<file path="src/rtl/adc_scan_sequencer_if.sv">
// rtl/adc_scan_sequencer_if.sv - CPU peripheral bus bundle for the ADC scan sequencer
//
// Signals:
//   valid  master -> slave  bus request, held until ready is seen
//   ready  slave -> master  one-cycle acknowledge
//   addr   master -> slave  byte address
//   wstrb  master -> slave  byte-lane write strobes, 0 = read
//   wdata  master -> slave  write data
//   rdata  slave -> master  read data, valid while ready=1
interface adc_scan_sequencer_if;
    logic        valid;
    logic        ready;
    logic [31:0] addr;
    logic [3:0]  wstrb;
    logic [31:0] wdata;
    logic [31:0] rdata;

    modport master (output valid, output addr, output wstrb, output wdata,
                    input ready, input rdata);
    modport slave  (input valid, input addr, input wstrb, input wdata,
                    output ready, output rdata);
endinterface

</file>
<file path="src/rtl/adc_scan_sequencer.sv">
// rtl/adc_scan_sequencer.sv - bus-mapped MCP3008 conversion scheduler driving a byte-wide SPI engine
//
// Ports:
//   clk        system clock
//   resetn     asynchronous active-low reset
//   bus        CPU register bus (slave side)
//   spi_start  one-cycle pulse starting one byte transfer
//   spi_tx     byte to send, held from spi_start until spi_done
//   spi_done   one-cycle pulse when the engine finishes a byte
//   spi_rx     received byte, valid with spi_done
//   cs_n       ADC chip select, active low
//
// Registers (addr[5:2]): 0 CTRL {MASK[15:8], GO[1], EN[0]}, 1 STATUS {CUR[10:8], DONE[1], BUSY[0]},
// 2 GAP[15:0], 8+n RES[n] {FRESH[31], result[9:0]}.
module adc_scan_sequencer #(
    parameter int NCH = 8
) (
    input  logic                clk,
    input  logic                resetn,
    adc_scan_sequencer_if.slave bus,
    output logic                spi_start,
    output logic [7:0]          spi_tx,
    input  logic                spi_done,
    input  logic [7:0]          spi_rx,
    output logic                cs_n
);

    // Channels at or above NCH can never be enabled, so the mask register never holds them.
    localparam logic [7:0] NCH_MASK = 8'((16'd1 << NCH) - 16'd1);

    typedef enum logic [2:0] {
        S_IDLE, S_SELECT, S_BYTE0, S_BYTE1, S_BYTE2, S_STORE, S_GAP
    } state_t;

    state_t      state;
    logic        en;
    logic        go_req;
    logic        cont;      // current scan was launched in continuous mode
    logic [7:0]  mask;
    logic [15:0] gap_cfg;
    logic [15:0] gap_cnt;
    logic        done;
    logic [2:0]  cur;
    logic [1:0]  rx1;
    logic [7:0]  rx2;
    logic [9:0]  res_val [8];
    logic [7:0]  res_fresh;
    logic        hold;      // request already acknowledged; wait for valid to drop

    // Returns {found, index} of the lowest set bit of m at or above start.
    function automatic logic [3:0] find_from(input logic [7:0] m, input logic [3:0] start);
        logic [3:0] r;
        r = 4'b0000;
        for (int i = 7; i >= 0; i--) begin
            if (m[i] && (4'(i) >= start)) begin
                r = {1'b1, 3'(i)};
            end
        end
        return r;
    endfunction

    logic        acc;
    logic        wr;
    logic [3:0]  reg_idx;
    logic [15:0] gap_eff;
    logic [3:0]  first_any;
    logic [3:0]  next_up;
    logic [31:0] rd_val;
    logic        unused_bits;

    assign acc       = bus.valid && !hold;
    assign wr        = |bus.wstrb;
    assign reg_idx   = bus.addr[5:2];
    assign gap_eff   = (gap_cfg == 16'd0) ? 16'd1 : gap_cfg;
    assign first_any = find_from(mask, 4'd0);
    assign next_up   = find_from(mask, {1'b0, cur} + 4'd1);
    assign unused_bits = ^{bus.addr[31:6], bus.addr[1:0], bus.wdata[31:16]};

    always_comb begin
        rd_val = 32'd0;
        case (reg_idx)
            4'd0:    rd_val = {16'd0, mask, 7'd0, en};
            4'd1:    rd_val = {21'd0, cur, 6'd0, done, (state != S_IDLE)};
            4'd2:    rd_val = {16'd0, gap_cfg};
            default: begin
                if (reg_idx[3]) begin
                    rd_val = {res_fresh[reg_idx[2:0]], 21'd0, res_val[reg_idx[2:0]]};
                end
            end
        endcase
    end

    always_ff @(posedge clk or negedge resetn) begin
        if (!resetn) begin
            state     <= S_IDLE;
            en        <= 1'b0;
            go_req    <= 1'b0;
            cont      <= 1'b0;
            mask      <= 8'd0;
            gap_cfg   <= 16'd0;
            gap_cnt   <= 16'd0;
            done      <= 1'b0;
            cur       <= 3'd0;
            rx1       <= 2'd0;
            rx2       <= 8'd0;
            res_fresh <= 8'd0;
            for (int i = 0; i < 8; i++) begin
                res_val[i] <= 10'd0;
            end
            hold      <= 1'b0;
            bus.ready <= 1'b0;
            bus.rdata <= 32'd0;
            spi_start <= 1'b0;
            spi_tx    <= 8'd0;
            cs_n      <= 1'b1;
        end else begin
            bus.ready <= 1'b0;
            bus.rdata <= 32'd0;
            spi_start <= 1'b0;
            go_req    <= 1'b0;

            if (!bus.valid) begin
                hold <= 1'b0;
            end

            // Bus access lands on the same edge that raises ready; the FSM updates below
            // come later in this block so a coincident STORE or DONE set wins.
            if (acc) begin
                hold      <= 1'b1;
                bus.ready <= 1'b1;
                bus.rdata <= rd_val;
                if (wr) begin
                    case (reg_idx)
                        4'd0: begin
                            if (bus.wstrb[0]) begin
                                en     <= bus.wdata[0];
                                go_req <= bus.wdata[1] && (state == S_IDLE);
                            end
                            if (bus.wstrb[1]) begin
                                mask <= bus.wdata[15:8] & NCH_MASK;
                            end
                        end
                        4'd1: begin
                            if (bus.wstrb[0] && bus.wdata[1]) begin
                                done <= 1'b0;
                            end
                        end
                        4'd2: begin
                            if (bus.wstrb[0]) gap_cfg[7:0]  <= bus.wdata[7:0];
                            if (bus.wstrb[1]) gap_cfg[15:8] <= bus.wdata[15:8];
                        end
                        default: ;
                    endcase
                end else if (reg_idx[3]) begin
                    res_fresh[reg_idx[2:0]] <= 1'b0;
                end
            end

            case (state)
                S_IDLE: begin
                    if ((en || go_req) && first_any[3]) begin
                        cur   <= first_any[2:0];
                        cont  <= en;
                        cs_n  <= 1'b0;
                        state <= S_SELECT;
                    end
                end
                S_SELECT: begin
                    spi_start <= 1'b1;
                    spi_tx    <= 8'h01;
                    state     <= S_BYTE0;
                end
                S_BYTE0: begin
                    if (spi_done) begin
                        spi_start <= 1'b1;
                        spi_tx    <= {1'b1, cur, 4'b0000};
                        state     <= S_BYTE1;
                    end
                end
                S_BYTE1: begin
                    if (spi_done) begin
                        rx1       <= spi_rx[1:0];
                        spi_start <= 1'b1;
                        spi_tx    <= 8'h00;
                        state     <= S_BYTE2;
                    end
                end
                S_BYTE2: begin
                    if (spi_done) begin
                        rx2   <= spi_rx;
                        cs_n  <= 1'b1;
                        state <= S_STORE;
                    end
                end
                S_STORE: begin
                    res_val[cur]   <= {rx1, rx2};
                    res_fresh[cur] <= 1'b1;
                    gap_cnt        <= 16'd1;
                    state          <= S_GAP;
                end
                S_GAP: begin
                    if (gap_cnt >= gap_eff) begin
                        if (cont && !en) begin
                            // Continuous scan stopped mid-way: not a completed scan.
                            state <= S_IDLE;
                        end else if (next_up[3]) begin
                            cur   <= next_up[2:0];
                            cs_n  <= 1'b0;
                            state <= S_SELECT;
                        end else begin
                            done <= 1'b1;
                            if (en && first_any[3]) begin
                                cur   <= first_any[2:0];
                                cont  <= 1'b1;
                                cs_n  <= 1'b0;
                                state <= S_SELECT;
                            end else begin
                                state <= S_IDLE;
                            end
                        end
                    end else begin
                        gap_cnt <= gap_cnt + 16'd1;
                    end
                end
                default: state <= S_IDLE;
            endcase
        end
    end

endmodule
</file>
<file path="src/flat_wrapper.sv">
// flat-port wrapper written by rule: the top's interface ports become plain ports
module adc_scan_sequencer_flat 
#(
    parameter int NCH = 8
)
  (clk, resetn, spi_start, spi_tx, spi_done, spi_rx, cs_n, bus_valid, bus_addr, bus_wstrb, bus_wdata, bus_ready, bus_rdata);
  adc_scan_sequencer_if bus_i ();
  input  logic clk;
  input  logic resetn;
  output logic spi_start;
  output logic [7:0] spi_tx;
  input  logic spi_done;
  input  logic [7:0] spi_rx;
  output logic cs_n;
  input wire logic [$bits(bus_i.valid)-1:0] bus_valid;
  input wire logic [$bits(bus_i.addr)-1:0] bus_addr;
  input wire logic [$bits(bus_i.wstrb)-1:0] bus_wstrb;
  input wire logic [$bits(bus_i.wdata)-1:0] bus_wdata;
  output wire logic [$bits(bus_i.ready)-1:0] bus_ready;
  output wire logic [$bits(bus_i.rdata)-1:0] bus_rdata;
  assign bus_i.valid = bus_valid;
  assign bus_i.addr = bus_addr;
  assign bus_i.wstrb = bus_wstrb;
  assign bus_i.wdata = bus_wdata;
  assign bus_ready = bus_i.ready;
  assign bus_rdata = bus_i.rdata;
  adc_scan_sequencer #(.NCH(NCH)) u_core (.clk(clk), .resetn(resetn), .bus(bus_i), .spi_start(spi_start), .spi_tx(spi_tx), .spi_done(spi_done), .spi_rx(spi_rx), .cs_n(cs_n));
endmodule
</file>
<file path="config.mk">
export PLATFORM = sky130hd
export DESIGN_NAME = adc_scan_sequencer_flat
export DESIGN_NICKNAME = d
export VERILOG_FILES = /design/src/rtl/adc_scan_sequencer_if.sv /design/src/rtl/adc_scan_sequencer.sv /design/src/flat_wrapper.sv
export SDC_FILE = /design/constraint.sdc
export NUM_CORES = 1
export LEC_CHECK = 0
export CORE_ASPECT_RATIO = 2
export CORE_MARGIN = 2
export CORE_UTILIZATION = 50
export CTS_CLUSTER_SIZE = 8
export DETAILED_ROUTE_END_ITERATION = 8
export GPL_TIMING_DRIVEN = 0
export PLACE_DENSITY = 0.83
export RECOVER_POWER = 50
export SYNTH_ARGS = -nofsm -noshare
export SYNTH_HDL_FRONTEND = slang
export SYNTH_SLANG_ARGS = --single-unit
</file>
<file path="constraint.sdc">
create_clock -name clk -period 7.4 [get_ports clk]
set_input_delay 2.22 -clock clk [delete_from_list [all_inputs] [get_ports clk]]
set_output_delay 2.22 -clock clk [all_outputs]
set_load 0.005 [all_outputs]
</file>
# Word-level counts from Yosys, hierarchy flattened
# Cells that the tools add are included.
# word_totals
regBits	192
output_inout_bits	43
in_bits	80
# op_classes
mux	86
n_eq_ne	19
n_lt_le_gt_ge	16
n_reduce_logical	42
n_addsub	2
bitwise	5
# ops
op	count
one-hot mux 32 bit (3 select lines)	1
bitwise mux 80 bit	1
two-way mux 32 bit	2
two-way mux 4 bit	16
two-way mux 8 bit	6
two-way mux 3 bit	12
two-way mux 16 bit	2
one-hot mux 16 bit (2 select lines)	1
two-way mux 1 bit	31
binary-select mux 10 bit (select 3 bit)	1
demux 10 bit (select 3 bit)	1
two-way mux 10 bit	3
one-hot mux 8 bit (3 select lines)	1
one-hot mux 3 bit (7 select lines)	1
logical AND 1 bit	17
adder 16 x 1 -> 16 bit, second input constant	1
greater-or-equal comparator 16 bit	1
greater-or-equal comparator 3 x 4 -> 1 bit, first input constant	4
zero test 16 bit	1
AND reduction 4 bit	4
inequality test 2 bit, second input constant	7
AND reduction 6 bit	2
AND reduction 5 bit	2
equality test 3 bit, second input constant	3
32 further kinds	49

# Logic depth before layout (Yosys ltp)
# Gate-level depths: netlist of the first run.
# depth
word_depth	15
ltp_mapped	11
mapped_depth_nobuf	10

# Worst setup path after synthesis of the first run
# Ideal clock, no wire load.
# synth_timing
path_kind	input -> register
start	in bus_valid
end	reg u_core.mask[1]
arrival_ps	3688
path_slack_ps	3588
stages	8
required_time_ps	7275
cell_sequence	nand2b_1 or3_1 or2_1 buf_2 nor2_1 and2_1 buf_4 mux2_2
# synth_between
elab_chain_cells	2
# synth_lines
item	line	text
from (decl)	flat_wrapper.sv:15	input wire logic [$bits(bus_i.valid)-1:0] bus_valid;
logical AND 1 bit	adc_scan_sequencer.sv:71	assign acc = bus.valid && !hold;
AND reduction 4 bit (no line)	--	
to (signal assigned)	adc_scan_sequencer.sv:140	mask <= bus.wdata[15:8] & NCH_MASK;
to (decl)	adc_scan_sequencer.sv:39	logic [7:0] mask;
# No other way between the ends.
# A chain may end at the register's enable or synchronous reset.

==> flow_summary.rst, run 1 <==
.. list-table::
   :header-rows: 1

   * - Metric
     - Value
   * - Dominant cell by count in the synthesized netlist
     - dfrtp_1
   * - Sinks on the clock net
     - 174
   * - Core Util, Final
     - 0.5984
   * - Hold-critical path depth
     - 1
   * - Worst R2R Start
     - u_core.state[2]$_DFFE_PN0P_
   * - Met2 layer wire length in the routed design
     - 12.45 mm
   * - Worst-skew pair later-pin latency
     - 0.44 ns
   * - Met1 wire length
     - 7.621 mm
   * - CTS Buffer Depth
     - 2
   * - Outcome
     - complete, but fails checks
   * - Flip-flop cell with the highest count after synthesis
     - dfrtp_1
   * - CP Launch Type
     - input pin
   * - Die area
     - 18660 sq um
   * - Endpoint type of the worst setup path
     - asynchronous set/reset pin
   * - Mapped Avg Cell Area
     - 11.92 sq um
   * - Count of hold buffers inserted by post-cts repair
     - 0
   * - Power density of the placed cells
     - 279.1 nW/um^2
   * - Number of setup violations in the final report
     - 0
   * - Endpoint of the most critical register-to-register path
     - u_core.res_val[27]$_DFFE_PN0P_
   * - Die Wd
     - 97.59 microns
   * - Distinct cells, synth
     - 66
   * - Number of storage elements in the synthesis netlist
     - 174
   * - Sum of routed wire length over all layers
     - 22.55 mm
   * - Remaining Overflow, GRT
     - 0
   * - Initial antenna violation count
     - 0
   * - CTS buffer count
     - 17
   * - Final worst clock skew
     - 0.008869 ns
   * - Core Box Area
     - 17190 sq um
   * - Worst-path clk slew
     - about 0.06 ns
   * - EDFF count, synth
     - 0
   * - Max Fclk
     - roughly 0.22 GHz
   * - Clock tree from TritonCTS
     - done
   * - List of most frequent post-synthesis cells
     - dfrtp_1, mux2_2, nor2_1
   * - Slack of the worst reg-to-reg path
     - 4.05 ns
   * - Number of setup buffers added after CTS
     - 0
   * - Leakage dissipation
     - roughly 4.8 nW
   * - DRC violation count after routing
     - 0
   * - Sum of net half-perimeters after detailed placement
     - 16.51 mm
   * - Adder-cell share of the synthesized area
     - 0.03000
   * - Min-delay src
     - u_core.res_val[16]$_DFFE_PN0P_
   * - Via-per-instance ratio
     - 6.001
   * - Average wire per cell in the routed design
     - 21.41 microns
   * - Worst relative slew slack
     - -1.041
   * - Failing checks
     - max-capacitance violations, max-slew violations
   * - Highest Signal Layer
     - met4
   * - Cell family contributing the most delay on the critical path
     - buffers and inverters
   * - Mux cell area share after synthesis
     - 0.2274
   * - TritonRoute pass-1 iters
     - 8
   * - Post-route insts no fill
     - 1053
   * - Top area cells in the synthesized netlist
     - dfrtp_1, mux2_2, mux4_2, ha_1, nor2_1
   * - Ports placed on the boundary
     - 123
   * - Post-route cell area
     - 10280 sq um
   * - Area share of xor/xnor cells in the synthesized design
     - 0.01500
   * - Combined buffer and inverter count along the critical path
     - 1
   * - Largest area contributor in the netlist
     - dfrtp_1
   * - Synth top area share
     - 0.4943
   * - Worst hold-check slack
     - 0.4991 ns
   * - Maximum VDD drop
     - 144.6 uV
   * - Max-cap violations
     - 1
   * - Final worst path period share
     - 0.6113
   * - Depth of the worst register-to-register path
     - 6
   * - Share of synthesized area occupied by flip-flops and latches
     - 0.4973
   * - Final #Nets
     - 931
   * - Pin count of the biggest net entering global routing
     - ~120
   * - Data required time at the worst endpoint
     - 7.27 ns
   * - Total number of vias
     - 6319
   * - Transition at the pin with the smallest max-transition slack
     - 3.062 ns
   * - Initial core utilization
     - 0.5096
   * - Iteration-0 DRC Markers
     - 412
   * - Max stage delay cell, worst path
     - clkbuf_1
   * - Series of cell instances along the critical path
     - clkbuf_1
   * - Setup repair after global routing missed its margin
     - false
   * - Final Critical Period
     - ~4.5 ns
   * - Wire length on met3
     - 1.004 mm
   * - Proportion of synthesized flip-flops having asynchronous set or reset
     - 1.000
   * - Antenna viol nets, final
     - 0
   * - Final count of pins violating max slew
     - 55
   * - Syn Inst Count
     - approximately 740
   * - Count of warnings emitted by yosys
     - 0
   * - Number of fill cells
     - 1352
   * - All-Layer GR Usage
     - 0.2530
   * - Global placement routability congestion
     - 0.9296
   * - Hold crit path type
     - reg2reg
   * - H-tree levels
     - 4
   * - Via count of the first global-routing pass
     - 6737
   * - Crit path largest cell delay
     - 2.12 ns
   * - # resized after CTS
     - 0
   * - Post-synthesis compound-gate area fraction
     - 0.07829
   * - Final hold violations
     - 0
   * - Total inserted antenna cells
     - 0
   * - Dominant combinational cell family by area after synthesis
     - multiplexers
   * - Post-synthesis instance area
     - 8758 sq um
   * - Share of post-route cells with drive strength above 1
     - 0.2527
   * - Hold-critical path endpoint
     - u_core.res_val[16]$_DFFE_PN0P_
   * - Synth-to-Final Area Change
     - 17.41%
   * - Largest fanout on the critical path
     - 55
   * - CTS root buffer
     - clkbuf_16
   * - Placement row count
     - 68
   * - Port Buffer Count
     - 58
   * - Wire length of the first global-routing pass
     - 36.00 mm
   * - Post-synthesis share of cell area spent on and, or, nand and nor gates
     - 0.1014
   * - Class of the most critical setup path
     - in2async
   * - Die Height
     - about 190 microns
   * - Total cell area at the placement stage
     - around 9700 sq um
   * - Cell Count Post-Placement
     - 1021
   * - WP data arrival
     - 4.39 ns
metrics by stage:
| step | setup TNS, ns | power (mW) | worst slack [ns] |
|---|---|---|---|
| floorplan | 0 | 1.685 | 3.588 |
| global placement | -488.48 | 1.922 | -2.839 |
| detailed placement | 0 | 1.952 | 2.823 |
| CTS | 0 | 2.867 | 3.287 |
| global route | 0 | 3.001 | 2.329 |
| finish | 0 | 2.870 | 2.876 |
worst max-delay path by stage:
stage / startpoint / to / slack (ns) / depth (start not counted)
final: resetn / u_core.gap_cnt[2]$_DFFE_PN0P_ / 2.88 / 1
after global routing: resetn / u_core.gap_cnt[2]$_DFFE_PN0P_ / 2.33 / 1
after CTS: bus_valid / u_core.mask[1]$_DFFE_PN0P_ / 3.29 / 9
after floorplan: bus_valid / u_core.mask[1]$_DFFE_PN0P_ / 3.59 / 8
after detailed placement: bus_valid / u_core.mask[4]$_DFFE_PN0P_ / 2.82 / 9
after global placement: resetn / u_core.spi_tx[4]$_DFFE_PN0P_ / -2.84 / 1
cell families after synthesis:
family / Yosys count
adder cells (fa/ha/maj): 21
AND/OR/NAND/NOR: 177
buffers and inverters: 87
multiplexers: 159
other: 1
AO/OA/AOI/OAI: 101
XOR/XNOR: 15
flip-flops: 174
power by group:
part / switching [mW] / internal [mW] / leakage, nW
clock network: 0.367 / 0.543 / 0.300
registers: 0.164 / 1.10 / 2.32
logic: 0.379 / 0.322 / 2.13
total: 0.910 / 1.96 / 4.76
registers in the layout, summed over array words and instances (netlist names), 2 cells and up:
register / count
u_core.res_val: 80
u_core.bus.rdata: 17
u_core.gap_cfg: 16
u_core.gap_cnt: 16
u_core.mask: 8
u_core.res_fresh: 8
u_core.rx2: 8
u_core.spi_tx: 5
u_core.cur: 3
u_core.state: 3
u_core.rx1: 2
final cells by class:
class / instances / area, sq um / share of cell area
Inverter: 33 / 123.9 / 0.01205
Sequential cell: 174 / 4355 / 0.4235
Clock inverter: 8 / 105.1 / 0.01022
Clock buffer: 24 / 501.7 / 0.04879
Tap cell: 210 / 262.8 / 0.02555
Timing Repair Buffer: 59 / 601.8 / 0.05852
Multi-Input combinational cell: 491 / 4021 / 0.3910
Buffer: 54 / 311.5 / 0.03030
routing by layer:
layer / up-vias / track usage
li1: 2797 / -
met1: 3153 / 0.2534
met2: 268 / 0.4682
met3: 101 / 0.04059
met4: 0 / 0.1784
met5: - / 0
worst register-to-register path, stage by stage, from the launching register on:
cell,delay (ns)
dfrtp_1,0.33
clkbuf_1,0.32
clkinv_1,0.34
nor3_1,0.92
and3_1,0.33
clkbuf_1,0.57
mux2_2,0.41
cells in the final DEF (no fill, tap or decap), types with 9 or more instances in the layout:
cell               n
ha_1              21
clkbuf_16         17
clkdlybuf4s50_1   56
o21ai_0           27
dfrtp_1          173
conb_1            18
buf_4             19
nor2_1            56
mux4_2            20
mux2i_1           19
clkbuf_1          23
inv_1             32
nor3_1            10
nand2_1           41
nand2b_1           9
a21oi_1           22
nand3_1           19
xnor2_1           15
buf_2              9
mux2_2           118
Note: power is estimated with default switching activity, not from simulation.
==> inputs of run 2 (changes only) <==
==> constraint.sdc (replaced) <==
create_clock -name clk -period 4.3 [get_ports clk]
set_input_delay 1.29 -clock clk [delete_from_list [all_inputs] [get_ports clk]]
set_output_delay 1.29 -clock clk [all_outputs]
set_load 0.005 [all_outputs]
==> flow_summary.rst, run 2 (same netlist as run 1, synthesis figures left out) <==
.. list-table::
   :header-rows: 1

   * - Metric
     - Value
   * - TritonRoute pass-1 iters
     - 5
   * - WP data arrival
     - around 3.6 ns
   * - Transition at the pin with the smallest max-transition slack
     - 1.601 ns
   * - Source of the critical timing path
     - bus_valid
   * - Iteration-0 DRC Markers
     - roughly 430
   * - Global placement routability congestion
     - 0.9296
   * - Initial antenna violation count
     - 0
   * - Worst-skew pair later-pin latency
     - 0.44 ns
   * - Total inserted antenna cells
     - 0
   * - Remaining Overflow, GRT
     - 0
   * - Total number of vias
     - 6282
   * - Ports placed on the boundary
     - 123
   * - Number of setup violations in the final report
     - 0
   * - Worst relative slew slack
     - -0.06741
   * - H-tree levels
     - 4
   * - Placement row count
     - 68
   * - Class of the most critical setup path
     - in2reg
   * - Maximum VDD drop
     - about 250 uV
   * - Final worst path period share
     - 0.7629
   * - Max Fclk
     - 0.3048 GHz
   * - Data required time at the worst endpoint
     - 4.63 ns
   * - Final count of pins violating max slew
     - 121
   * - CP Launch Type
     - input pin
   * - Area used by sequential logic in the layout
     - around 4400 sq um
   * - Final #Nets
     - 931
   * - Average wire per cell in the routed design
     - 21.34 microns
   * - Outcome
     - complete, but fails checks
   * - Wire length of the first global-routing pass
     - 35.93 mm
   * - Total cell area at the placement stage
     - 9698 sq um
   * - Synth-to-Final Area Change
     - 17.34%
   * - Pin count of the biggest net entering global routing
     - 121
   * - All-Layer GR Usage
     - 0.2522
   * - Failing checks
     - max-capacitance violations, max-slew violations
   * - DRC violation count after routing
     - 0
   * - Endpoint type of the worst setup path
     - flip-flop
   * - Setup repair after global routing missed its margin
     - false
   * - Final hold violations
     - 0
   * - Initial core utilization
     - 0.5096
   * - Sinks on the clock net
     - 174
   * - Core Box Area
     - 17190 sq um
   * - Worst R2R Start
     - u_core.state[2]$_DFFE_PN0P_
   * - Sum of routed wire length over all layers
     - 22.47 mm
   * - Largest register by flop count
     - u_core.res_val
   * - Die Height
     - around 190 microns
   * - Die Wd
     - around 98 microns
   * - Largest fanout on the critical path
     - 10
   * - Number of setup buffers added after CTS
     - 0
   * - Number of flip-flops in the largest register
     - 80
   * - Worst hold-check slack
     - 0.4987 ns
   * - Area of the multi-input gates
     - just over 4000 sq um
   * - Antenna viol nets, final
     - 0
   * - Design Power
     - 4.935 mW
   * - Leakage dissipation
     - roughly 4.8 nW
   * - Max-cap violations
     - 1
   * - Min-delay src
     - u_core.res_val[16]$_DFFE_PN0P_
   * - Setup Total Neg Slack
     - 0 ns
   * - Final worst clock skew
     - between 0.009 and 0.01 ns
   * - Clock tree from TritonCTS
     - done
   * - Most frequent standard cell in the layout excluding fill and tap cells
     - dfrtp_1
   * - CTS root buffer
     - clkbuf_16
   * - Final Critical Period
     - about 3.3 ns
   * - Largest registers in the final layout
     - u_core.res_val (80), u_core.bus.rdata (17)
   * - Die area
     - around 19000 sq um
   * - Power density of the placed cells
     - 480.1 nW/um^2
   * - Share of post-route cells with drive strength above 1
     - 0.2562
   * - # resized after CTS
     - 0
   * - Hold crit path type
     - reg2reg
   * - Post-route cell area
     - 10280 sq um
   * - Port Buffer Count
     - just under 60
   * - Sum of net half-perimeters after detailed placement
     - between 15 and 20 mm
   * - Number of fill cells
     - 1350
   * - Count of hold buffers inserted by post-cts repair
     - 0
   * - Worst-path clk slew
     - 0.06 ns
   * - Most frequent cells in the layout
     - dfrtp_1, mux2_2, nor2_1
   * - CTS Buffer Depth
     - 2
   * - CTS buffer count
     - 17
   * - Via-per-instance ratio
     - 5.966
   * - Via count of the first global-routing pass
     - 6752
==> run 2: where the power goes <==
part / internal (mW) / total [mW] / switching [mW]
Sequential: 1.88 / 2.16 / 0.279
Combinational: 0.554 / 1.21 / 0.652
Clock: 0.934 / 1.57 / 0.631
Total: 3.37 / 4.93 / 1.56
==> run 2: through the flow <==
| step | util | cells | setup WS [ns] |
|---|---|---|---|
| floorplan | - | 752 | 1.418 |
| global placement | 0.5624 | 1020 | -5.009 |
| detailed placement | 0.5643 | 1021 | 0.6527 |
| CTS | 0.5996 | 1053 | 1.117 |
| global route | 0.5980 | 1053 | 0.9374 |
| finish | 0.5980 | 1053 | 1.019 |
==> run 2: final timing paths <==
path | endpoint | slack, ns | cells past startpoint
max | u_core.mask[4]$_DFFE_PN0P_ | 1.02 | 9
min | u_core.res_val[16]$_DFFE_PN0P_ | 0.50 | 1
max reg2reg | u_core.res_val[43]$_DFFE_PN0P_ | 1.20 | 6
min reg2reg | u_core.res_val[16]$_DFFE_PN0P_ | 0.50 | 1
max in group asynchronous | u_core.gap_cnt[1]$_DFFE_PN0P_ | 1.55 | 2
min in group asynchronous | u_core.hold$_DFFE_PN0P_ | 0.76 | 1
==> run 2: worst max-delay path: stages <==
cell and delay (ns):
dlygate4sd3_1 0.54, nand2b_1 0.15, or3_1 0.42, or2_1 0.23
buf_2 0.17, nor2_1 0.13, and2_1 0.14, buf_4 0.17
mux2_2 0.35
==> run 2: cell type report <==
cell class,instances,area share
Buffer,54,0.03044
Clock buffer,24,0.04882
Clock inverter,8,0.01023
Inverter,33,0.01205
Multi-Input combinational cell,491,0.3914
Sequential cell,174,0.4238
Tap cell,210,0.02557
Timing Repair Buffer,59,0.05771
==> run 2: metal layers <==
| metal | share of wire | global-route usage | up-vias | wire [microns] |
|---|---|---|---|---|
| met5 | 0 | 0 | - | 0 |
| met4 | 0.073 | 0.1939 | 0 | 1651 |
| met3 | 0.039 | 0.03949 | 104 | 875 |
| met2 | 0.55 | 0.4613 | 247 | 12330 |
| met1 | 0.34 | 0.2510 | 3129 | 7614 |
| li1 | - | - | 2802 | - |
==> inputs of run 3 (changes only) <==
==> constraint.sdc (replaced) <==
create_clock -name clk -period 3.2 [get_ports clk]
set_input_delay 0.96 -clock clk [delete_from_list [all_inputs] [get_ports clk]]
set_output_delay 0.96 -clock clk [all_outputs]
set_load 0.005 [all_outputs]
==> flow_summary.rst, run 3 (same netlist as run 1, synthesis figures left out) <==
.. list-table::
   :header-rows: 1

   * - Metric
     - Value
   * - Wire length of the first global-routing pass
     - between 30 and 40 mm
   * - Crit path largest cell delay
     - 0.56 ns
   * - Global placement routability congestion
     - 0.9296
   * - Port Buffer Count
     - 58
   * - Leakage dissipation
     - roughly 4.8 nW
   * - Worst-skew pair later-pin latency
     - around 0.44 ns
   * - Setup repair after global routing missed its margin
     - false
   * - Endpoint of the most critical register-to-register path
     - u_core.cur[1]$_DFFE_PN0P_
   * - Depth of the worst register-to-register path
     - 10
   * - Final worst clock skew
     - 0.01029 ns
   * - Number of setup violations in the final report
     - 0
   * - Max stage delay cell, worst path
     - a221oi_4
   * - CP Launch Type
     - flip-flop
   * - Most frequent standard cell in the layout excluding fill and tap cells
     - dfrtp_1
   * - Sinks on the clock net
     - about 170
   * - Post-route insts no fill
     - between 1000 and 1500
   * - Ports placed on the boundary
     - 123
   * - Worst R2R Start
     - u_core.gap_cfg[15]$_DFFE_PN0P_
   * - Class of the most critical setup path
     - reg2reg
   * - Final #Nets
     - 931
   * - Final count of pins violating max slew
     - 0
   * - Average wire per cell in the routed design
     - 21.57 microns
   * - Die Wd
     - 97.59 microns
   * - Least setup slack across all paths after layout
     - 0.1851 ns
   * - Largest register by flop count
     - u_core.res_val
   * - CTS Buffer Depth
     - 2
   * - Most frequent cells in the layout
     - dfrtp_1, mux2_2, nor2_1
   * - Outcome
     - finished clean
   * - Remaining Overflow, GRT
     - 0
   * - Share of post-route cells with drive strength above 1
     - 0.2598
   * - Min-delay src
     - u_core.res_val[16]$_DFFE_PN0P_
   * - Largest fanout on the critical path
     - 8
   * - CTS buffer count
     - 17
   * - H-tree levels
     - 4
   * - Worst hold-check slack
     - roughly 0.5 ns
   * - Cell Count Post-Placement
     - 1021
   * - Die Height
     - 191.2 microns
   * - Total inserted antenna cells
     - 0
   * - TritonRoute pass-1 iters
     - 7
   * - Worst-path clk slew
     - 0.06 ns
   * - Via count of the first global-routing pass
     - ~6700
   * - Antenna viol nets, final
     - 0
   * - Core Box Area
     - 17190 sq um
   * - Core Util, Final
     - 0.5981
   * - Final Critical Period
     - 3.015 ns
   * - Maximum VDD drop
     - between 300 and 400 uV
   * - Sum of net half-perimeters after detailed placement
     - 16.51 mm
   * - Count of hold buffers inserted by post-cts repair
     - 0
   * - Total number of vias
     - 6328
   * - Post-route cell area
     - 10280 sq um
   * - Total cell area at the placement stage
     - 9698 sq um
   * - WP data arrival
     - 3.32 ns
   * - Number of setup buffers added after CTS
     - 0
   * - # resized after CTS
     - 0
   * - Setup Total Neg Slack
     - 0 ns
   * - Worst relative slew slack
     - 0.08378
   * - Initial antenna violation count
     - 0
   * - Transition at the pin with the smallest max-transition slack
     - ~1.4 ns
   * - Endpoint type of the worst setup path
     - flip-flop
   * - Power density of the placed cells
     - ~650 nW/um^2
   * - Slack of the worst reg-to-reg path
     - approximately 0.19 ns
   * - Max-cap violations
     - 0
   * - Hold crit path type
     - reg2reg
   * - Design Power
     - 6.652 mW
   * - Data required time at the worst endpoint
     - approximately 3.5 ns
   * - Hold-critical path depth
     - 1
   * - DRC violation count after routing
     - 0
   * - Die area
     - 18660 sq um
   * - Hold-critical path endpoint
     - u_core.res_val[16]$_DFFE_PN0P_
   * - Worst setup slack before clock tree synthesis
     - -0.1173 ns
   * - Final worst path period share
     - 0.9422
   * - Placement row count
     - 68
   * - Largest registers in the final layout
     - u_core.res_val (80), u_core.bus.rdata (17)
   * - Pin count of the biggest net entering global routing
     - about 120
   * - Via-per-instance ratio
     - between 6 and 7
   * - Series of cell instances along the critical path
     - nor4_1 > a41o_1 > ha_1 > nor2_1 > a21oi_1 > o2111ai_1 > a221oi_4 > o21ai_2 > o21bai_2 > mux2i_1
   * - Final hold violations
     - 0
   * - CTS root buffer
     - clkbuf_16
   * - All-Layer GR Usage
     - 0.2533
   * - Max Fclk
     - 0.3317 GHz
   * - Iteration-0 DRC Markers
     - 406
   * - Combined buffer and inverter count along the critical path
     - 0
   * - Cell family contributing the most delay on the critical path
     - compound AO/OA/AOI/OAI gates
   * - Initial core utilization
     - 0.5096
   * - Synth-to-Final Area Change
     - 17.36%
   * - Number of fill cells
     - 1354
   * - Number of flip-flops in the largest register
     - 80
   * - Clock tree from TritonCTS
     - done
   * - Sum of routed wire length over all layers
     - ~23 mm
## run 3: cell count changes in the layout (fill, tap and decap cells not counted), sizes merged
cell / change
clkbuf: -1
buf: +1
## run 3: where the power goes
| group | switching, mW | internal (mW) |
|---|---|---|
| clock | 0.855 | 1.26 |
| combinational | 0.883 | 0.745 |
| sequential | 0.381 | 2.53 |
## run 3: metal layers
metal	part of all wire	vias up	global-route usage
li1	-	2805	-
met1	0.34	3158	0.2519
met2	0.55	266	0.4658
met3	0.047	99	0.04241
met4	0.067	0	0.1854
met5	0	-	0
## run 3: how the worst max path moves through the flow
| stage | start | end | slack, ns | cells after the start |
|---|---|---|---|---|
| 6_report | u_core.gap_cfg[15]$_DFFE_PN0P_ | u_core.cur[1]$_DFFE_PN0P_ | 0.19 | 10 |
| 5_1_grt | u_core.gap_cfg[8]$_DFFE_PN0P_ | u_core.gap_cnt[0]$_DFFE_PN0P_ | 0.07 | 10 |
| 4_1_cts | u_core.gap_cfg[15]$_DFFE_PN0P_ | u_core.cur[1]$_DFFE_PN0P_ | 0.22 | 10 |
| 3_5_place_dp | bus_valid | u_core.mask[4]$_DFFE_PN0P_ | -0.12 | 9 |
| 3_3_place_gp | resetn | u_core.spi_tx[4]$_DFFE_PN0P_ | -5.78 | 1 |
| 2_1_floorplan | bus_valid | u_core.mask[1]$_DFFE_PN0P_ | 0.65 | 8 |
## run 3: cell type report
| type | count | area (sq um) | area share |
|---|---|---|---|
| clock buffers | 24 | 501.7 | 0.04881 |
| inverters | 33 | 123.9 | 0.01205 |
| well taps | 210 | 262.8 | 0.02556 |
| clock inverters | 8 | 105.1 | 0.01023 |
| repair buffers | 59 | 586.8 | 0.05709 |
| multi-input cells | 491 | 4028 | 0.3918 |
| flip-flops and latches | 174 | 4357 | 0.4239 |
| plain buffers | 54 | 314.1 | 0.03055 |
